===== config.mk =====
export PLATFORM = sky130hd
export DESIGN_NAME = pipe_bus_reg
export DESIGN_NICKNAME = d
export VERILOG_FILES = /design/src/rtl/pipe_bus_reg.sv
export SDC_FILE = /design/constraint.sdc
export NUM_CORES = 1
export LEC_CHECK = 0
export ABC_AREA = 1
export BUFFER_PORTS_ARGS = -buffer_cell sky130_fd_sc_hd__buf_4
export CAP_MARGIN = 20
export CORE_ASPECT_RATIO = 1.1
export CORE_UTILIZATION = 40
export CTS_CLUSTER_DIAMETER = 60
export DETAILED_ROUTE_END_ITERATION = 12
export PLACE_DENSITY_LB_ADDON = 0.2
export SKIP_LAST_GASP = 1
export SLEW_MARGIN = 20
export SYNTH_ARGS = -nofsm -noshare
export SYNTH_HDL_FRONTEND = slang
export SYNTH_SLANG_ARGS = --single-unit

===== constraint.sdc =====
create_clock -name clk -period 1.4 [get_ports clk]
set_clock_uncertainty 0.15 [all_clocks]
set_input_delay 0.28 -clock clk [delete_from_list [all_inputs] [get_ports clk]]
set_output_delay 0.28 -clock clk [all_outputs]
set_load 0.005 [all_outputs]

===== src/rtl/pipe_bus_reg.sv =====
// Generic inter-stage pipeline register: valid/ready handshake, two-entry skid buffer,
// synchronous flush and a saturating stall counter for debug.
module pipe_bus_reg #(
  parameter int unsigned BUS_W = 64,
  parameter int unsigned CNT_W = 16
) (
  input  logic             clk,
  input  logic             rst_n,
  input  logic             flush,
  input  logic             up_valid,
  output logic             up_ready,
  input  logic [BUS_W-1:0] up_bus,
  output logic             dn_valid,
  input  logic             dn_ready,
  output logic [BUS_W-1:0] dn_bus,
  output logic [1:0]       occupancy,
  output logic [CNT_W-1:0] stall_cnt
);

  // Encoding equals the number of held entries so occupancy is the state itself.
  typedef enum logic [1:0] {
    StEmpty = 2'd0,
    StOne   = 2'd1,
    StFull  = 2'd2
  } state_e;

  state_e           state_q, state_d;
  logic [BUS_W-1:0] main_q, main_d;
  logic [BUS_W-1:0] skid_q, skid_d;
  logic             up_ready_q, up_ready_d;
  logic [CNT_W-1:0] stall_q, stall_d;

  logic main_vld;
  logic skid_vld;
  logic up_xfer;
  logic dn_xfer;
  logic stall_cyc;

  assign main_vld  = (state_q != StEmpty);
  assign skid_vld  = (state_q == StFull);

  assign up_ready  = up_ready_q;
  assign dn_valid  = main_vld & ~flush;
  assign dn_bus    = main_q;
  assign occupancy = 2'(state_q);
  assign stall_cnt = stall_q;

  assign up_xfer   = up_valid & up_ready_q;
  assign dn_xfer   = dn_valid & dn_ready;
  assign stall_cyc = dn_valid & ~dn_ready;

  always_comb begin
    state_d = state_q;
    main_d  = main_q;
    skid_d  = skid_q;

    if (flush) begin
      // Squash: only the valid state clears, data registers keep their contents.
      state_d = StEmpty;
    end else begin
      case (state_q)
        StEmpty: begin
          if (up_xfer) begin
            state_d = StOne;
            main_d  = up_bus;
          end
        end
        StOne: begin
          if (up_xfer && dn_xfer) begin
            main_d = up_bus;
          end else if (up_xfer) begin
            state_d = StFull;
            skid_d  = up_bus;
          end else if (dn_xfer) begin
            state_d = StEmpty;
          end
        end
        StFull: begin
          if (dn_xfer) begin
            state_d = StOne;
            main_d  = skid_q;
          end
        end
        default: state_d = StEmpty;
      endcase
    end

    up_ready_d = (state_d != StFull);
  end

  always_comb begin
    stall_d = stall_q;
    if (stall_cyc && (stall_q != {CNT_W{1'b1}})) begin
      stall_d = stall_q + CNT_W'(1);
    end
  end

  always_ff @(posedge clk or negedge rst_n) begin
    if (!rst_n) begin
      state_q    <= StEmpty;
      main_q     <= '0;
      skid_q     <= '0;
      up_ready_q <= 1'b0;
      stall_q    <= '0;
    end else begin
      state_q    <= state_d;
      main_q     <= main_d;
      skid_q     <= skid_d;
      up_ready_q <= up_ready_d;
      stall_q    <= stall_d;
    end
  end

  // A full skid buffer must always be backpressuring upstream.
  full_blocks_up_a: assert property (@(posedge clk) disable iff (!rst_n)
    skid_vld |-> !up_ready_q);

  state_legal_a: assert property (@(posedge clk) disable iff (!rst_n)
    state_q != 2'd3);

endmodule


After elaboration in Yosys (flattened, before gate mapping)

Cells that the tools add are included.

$add $sub $neg: 1
Eq/ne operators: 7
Mux-type cells: 11
Bitwise operators: 7
Reductions and logical operators: 7

Operator list:

| kind                    | count |
|---|---|
| $mux W64                | 3 |
| $pmux W64 S3            | 1 |
| $add A16 B1 Y16 const B | 1 |
| $ne A16 B16 Y1 const B  | 1 |
| $mux W2                 | 6 |
| $ne A2 B2 Y1 const B    | 3 |
| $pmux W2 S3             | 1 |
| $reduce_and A5 Y1       | 1 |
| $and A1 B1 Y1           | 4 |
| $reduce_and A4 Y1       | 1 |
| $not A1 Y1              | 3 |
| $reduce_bool A3 Y1      | 1 |
| $eq A2 B1 Y1 const B    | 1 |
| $eq A2 B2 Y1 const B    | 1 |
| $logic_and A1 B1 Y1     | 2 |
| $logic_not A2 Y1        | 1 |
| $ne A2 B1 Y1 const B    | 1 |
| $reduce_bool A2 Y1      | 1 |

Flip-flop bits (word level): 147
Input bits: 69
Output and inout port bits: 84

Logic depth before layout (Yosys ltp)

Word-level depth: 9
Depth in mapped cells: 9

Worst setup path before layout

Ideal clock, no wire load.

Kind: flip-flop to flip-flop
Start: register stall_q[0], in the netlist stall_cnt[0]
End: register stall_q[10], in the netlist stall_cnt[10]
Arrival: 1287 ps
Data required time: 1133 ps
Setup slack: -153 ps
Cell stages (with the launch flop): 9
Path buffers: 1
Period minus slack after synthesis: 1553 ps
Cells stage by stage: dfrtp_1 ha_1 nand3_1 nor2_1 nand2_1 nand2_4 buf_6 nand2_1 nand2_1

Word-level cells in the longest chain between the ends: 2
Elaborated cells between the ends (all ways): 3

RTL lines:

| item                                                    | RTL line | source |
|---|---|---|
| start, declared                                         | 31       | `logic [CNT_W-1:0] stall_q, stall_d;` |
| start signal, assigned                                  | 110      | `stall_q <= stall_d;` |
| branches (longest 2 deep; another with $add A16 B1 Y16) | n/a      |  |

Several ways; the timed one is not identified.
A chain may end at the register's enable or synchronous reset.

Worst setup path after layout

Start: register state_q[0], in the netlist occupancy[0]
End: register state_q[0], in the netlist occupancy[0]

Word-level cells in the longest chain between the ends: 8
Elaborated cells between the ends (all ways): 14

RTL lines:

| item                   | RTL line | source |
|---|---|---|
| start, declared        | 27       | `state_e state_q, state_d;` |
| start signal, assigned | 100      | `state_q <= StEmpty;` |
| start signal, assigned | 106      | `state_q <= state_d;` |
| $reduce_bool A2 Y1     | 39       | `assign main_vld = (state_q != StEmpty);` |
| $and A1 B1 Y1          | 43       | `assign dn_valid = main_vld & ~flush;` |
| $and A1 B1 Y1          | 49       | `assign dn_xfer = dn_valid & dn_ready;` |
| $mux W2                | 74       | `end else if (dn_xfer) begin` |
| $mux W2                | 71       | `end else if (up_xfer) begin` |
| $mux W2                | 69       | `if (up_xfer && dn_xfer) begin` |
| $pmux W2 S3 *          | 61       | `case (state_q)` |
| $mux W2 *              | 57       | `if (flush) begin` |
| named net state_d[0]   | 27       |  |

The timed path passes the listed nets; every way through them passes the cells marked *.

==> results_dict.tcl <==
set metrics [dict create \
    status "finished, violations left" \
    violations "negative setup slack" \
    power_mw 14.9 \
    syn_area_um2 6770 \
    n_fill_cell 1135 \
    clk-insertion-delay-late_ns 0.42 \
    pre_cts_ws_ns -0.239 \
    fmax_mhz 569 \
    antenna_found_initial 1 \
    place_area_um2 8540 \
    worstSetupEndpointType "register" \
    setup_slack_ns -0.359 \
    crit_top_cell "buf_4" \
    avgSynthCellArea_um2 7.97 \
    synth_seq_cells 147 \
    cts_tree "done" \
    final_cell_area_um2 12000 \
    ir_worst_vdd_v 0.000868 \
    htreeDepth 4 \
    firstDrtPassIters 5 \
    overflow 0 \
    hpwl_mm 10.7 \
    io_buffers 152 \
    setup_violations 167 \
    routed_via_density 4.93 \
    grt_max_degree 59 \
    synthDistinctLibCells 21 \
    layout.nets 1261 \
    drc_errors 0 \
    syn_inst 849 \
    ant_nets 0 \
    cts.clk_slew.worst_paths_ns 0.06 \
    tightestPinTransition_ns 0.346 \
    ys_seq_area_share_pct 54.3 \
    die-area_um2 17400 \
    start_kind "register" \
    yosysWarnings 0 \
    max_slew_margin_pct 76.7 \
    powerDensity_nw_per_um2 1240 \
    fp.dieW_um 126 \
    layout_common_cells "175 x buf_4, 147 x nand2_1, 146 x dfrtp_1" \
    hp-class "input port to register" \
    worstSetupPathType "register to register" \
    clk_path_buf_depth 2 \
    critical_path.max_stage_delay_ns 0.40 \
    rsz0062_at_grt "yes" \
    cp_max_fo 5 \
    path_cells "inv_2 -> buf_4 -> o21ai_1 -> nor3_4 -> buf_6 -> clkbuf_16 -> buf_4 -> a21o_1" \
    grt_usage_pct 24.2 \
    cp.arrival_ns 1.91 \
    final_common_cell "buf_4" \
    power.leakage_nw 6.15 \
    cts_buffers 17 \
    core_area_um2 16400 \
    rows 49 \
    num_vias 6941 \
    syn_to_final_growth_pct 77.9 \
    slowest_stage "dfrtp_1" \
    finalCriticalPeriod_ns 1.76 \
    syn_nets 919 \
    required_ns 1.55 \
    die_h_um 138 \
    gp_congestion 0.770 \
    first_iter_violations 437 \
    slew_viol_final 0 \
    ioPinCount 153 \
    final_util_pct 73.3 \
    drive_gt1_share_pct 42.0 \
    wire_per_inst_um 16.5 \
    start_util_pct 41.2 \
    hold_viol 0 \
    root_buffer "clkbuf_16" \
    fin_crit_sh_pct 126 \
    cap_viol_max_count 0 \
    grt_pass1_vias 6514 \
    cts.sink_count 147 \
    grt_pass1_wl_mm 33.0 \
    routed_wl_mm 23.3 \
]
[layer usage]
metal	wire, µm	track usage, %	up-vias	share of wire (%)
met5	0	0	-	0
met2	11900	41.1	219	51
met1	9970	31.1	3375	43
met3	1080	5.34	24	4.7
li1	-	-	3323	-
met4	352	6.91	0	1.5
[report_power, final]
| part | switching (mW) | internal, mW |
|---|---|---|
| logic | 1.91 | 2.47 |
| clock network | 1.83 | 2.80 |
| registers | 0.585 | 5.30 |
[kinds of logic after synthesis]
family / synth area share, %
xor+xnor: 1.04
compound gates: 14.9
buf+inv: 12.1
flops: 54.3
simple gates: 17.4
fa+ha+maj: 0.185
[final timing paths]
| check | from | cells past startpoint | to | slack [ns] |
|---|---|---|---|---|
| min | up_bus[61] | 3 | skid_q[61] | 0.003 |
| max reg2reg | occupancy[0] | 8 | occupancy[0] | -0.36 |
| min in group asynchronous | rst_n | 3 | dn_bus[27] | 0.25 |
| min reg2reg | skid_q[60] | 2 | skid_q[60] | 0.34 |
| max in group asynchronous | rst_n | 3 | dn_bus[53] | 0.52 |
| max | occupancy[0] | 8 | occupancy[0] | -0.36 |
[stage by stage]
stage / hold WS (ns) / TNS (ns) / std cells
finish: 0.00256 / -38.70 / 1409
global route: 0.0145 / -49.81 / 1409
CTS: 0.0000472 / -32.46 / 1370
detailed placement: 0.138 / -24.39 / 1216
global placement: 0.142 / -20.45 / 1216
floorplan: -0.166 / -1.46 / 849
[layout make-up]
type,instances,area [µm²],share of cell area (%)
repair buffers,365,3900,32.4
flip-flops and latches,147,3680,30.6
multi-input cells,513,3060,25.4
inverters,147,559,4.64
clock buffers,18,429,3.56
well taps,204,255,2.12
clock inverters,14,163,1.35
diodes,1,2.50,0.0208
[what timing repair did]
| action | CTS | global route |
|---|---|---|
| cloned | 17 | 7 |
| pin swaps | 16 | 25 |
| gates resized for setup | 152 | 186 |
| hold buffers | 59 | 3 |
| endpoints found under the setup margin | 172 | 210 |
| buffers inserted | 46 | 30 |
| endpoints found under the hold margin | 205 | 3 |
[worst max-delay path: cells and delay by family (launching register included)]
kind / cells / cell delay (ns)
compound gates: 2 / 0.37
buf+inv: 5 / 0.65
flops: 1 / 0.40
simple gates: 1 / 0.08
[registers in the layout, indices dropped and copies added (netlist names)]
signal / count
dn_bus: 64
skid_q: 64
stall_cnt: 16
occupancy: 2
up_ready: 1
[synthesized netlist by cell type]
master	count	area [µm²]
dfrtp_1	147	3680
o21ai_0	74	370
buf_6	9	101
nor2_1	86	323
clkbuf_1	11	41.3
buf_2	15	75.1
nor3_4	1	16.3
inv_2	3	11.3
buf_4	5	37.5
nand3b_1	1	7.51
xnor2_1	8	70.1
o21ai_1	60	300
nand4_1	6	37.5
a21o_1	1	7.51
nand3_1	7	35.0
buf_1	4	15.0
inv_1	144	541
nand2_4	1	11.3
ha_1	1	12.5
a21oi_1	66	330
nand2_1	199	747
Power figures use the tool's default switching activity.
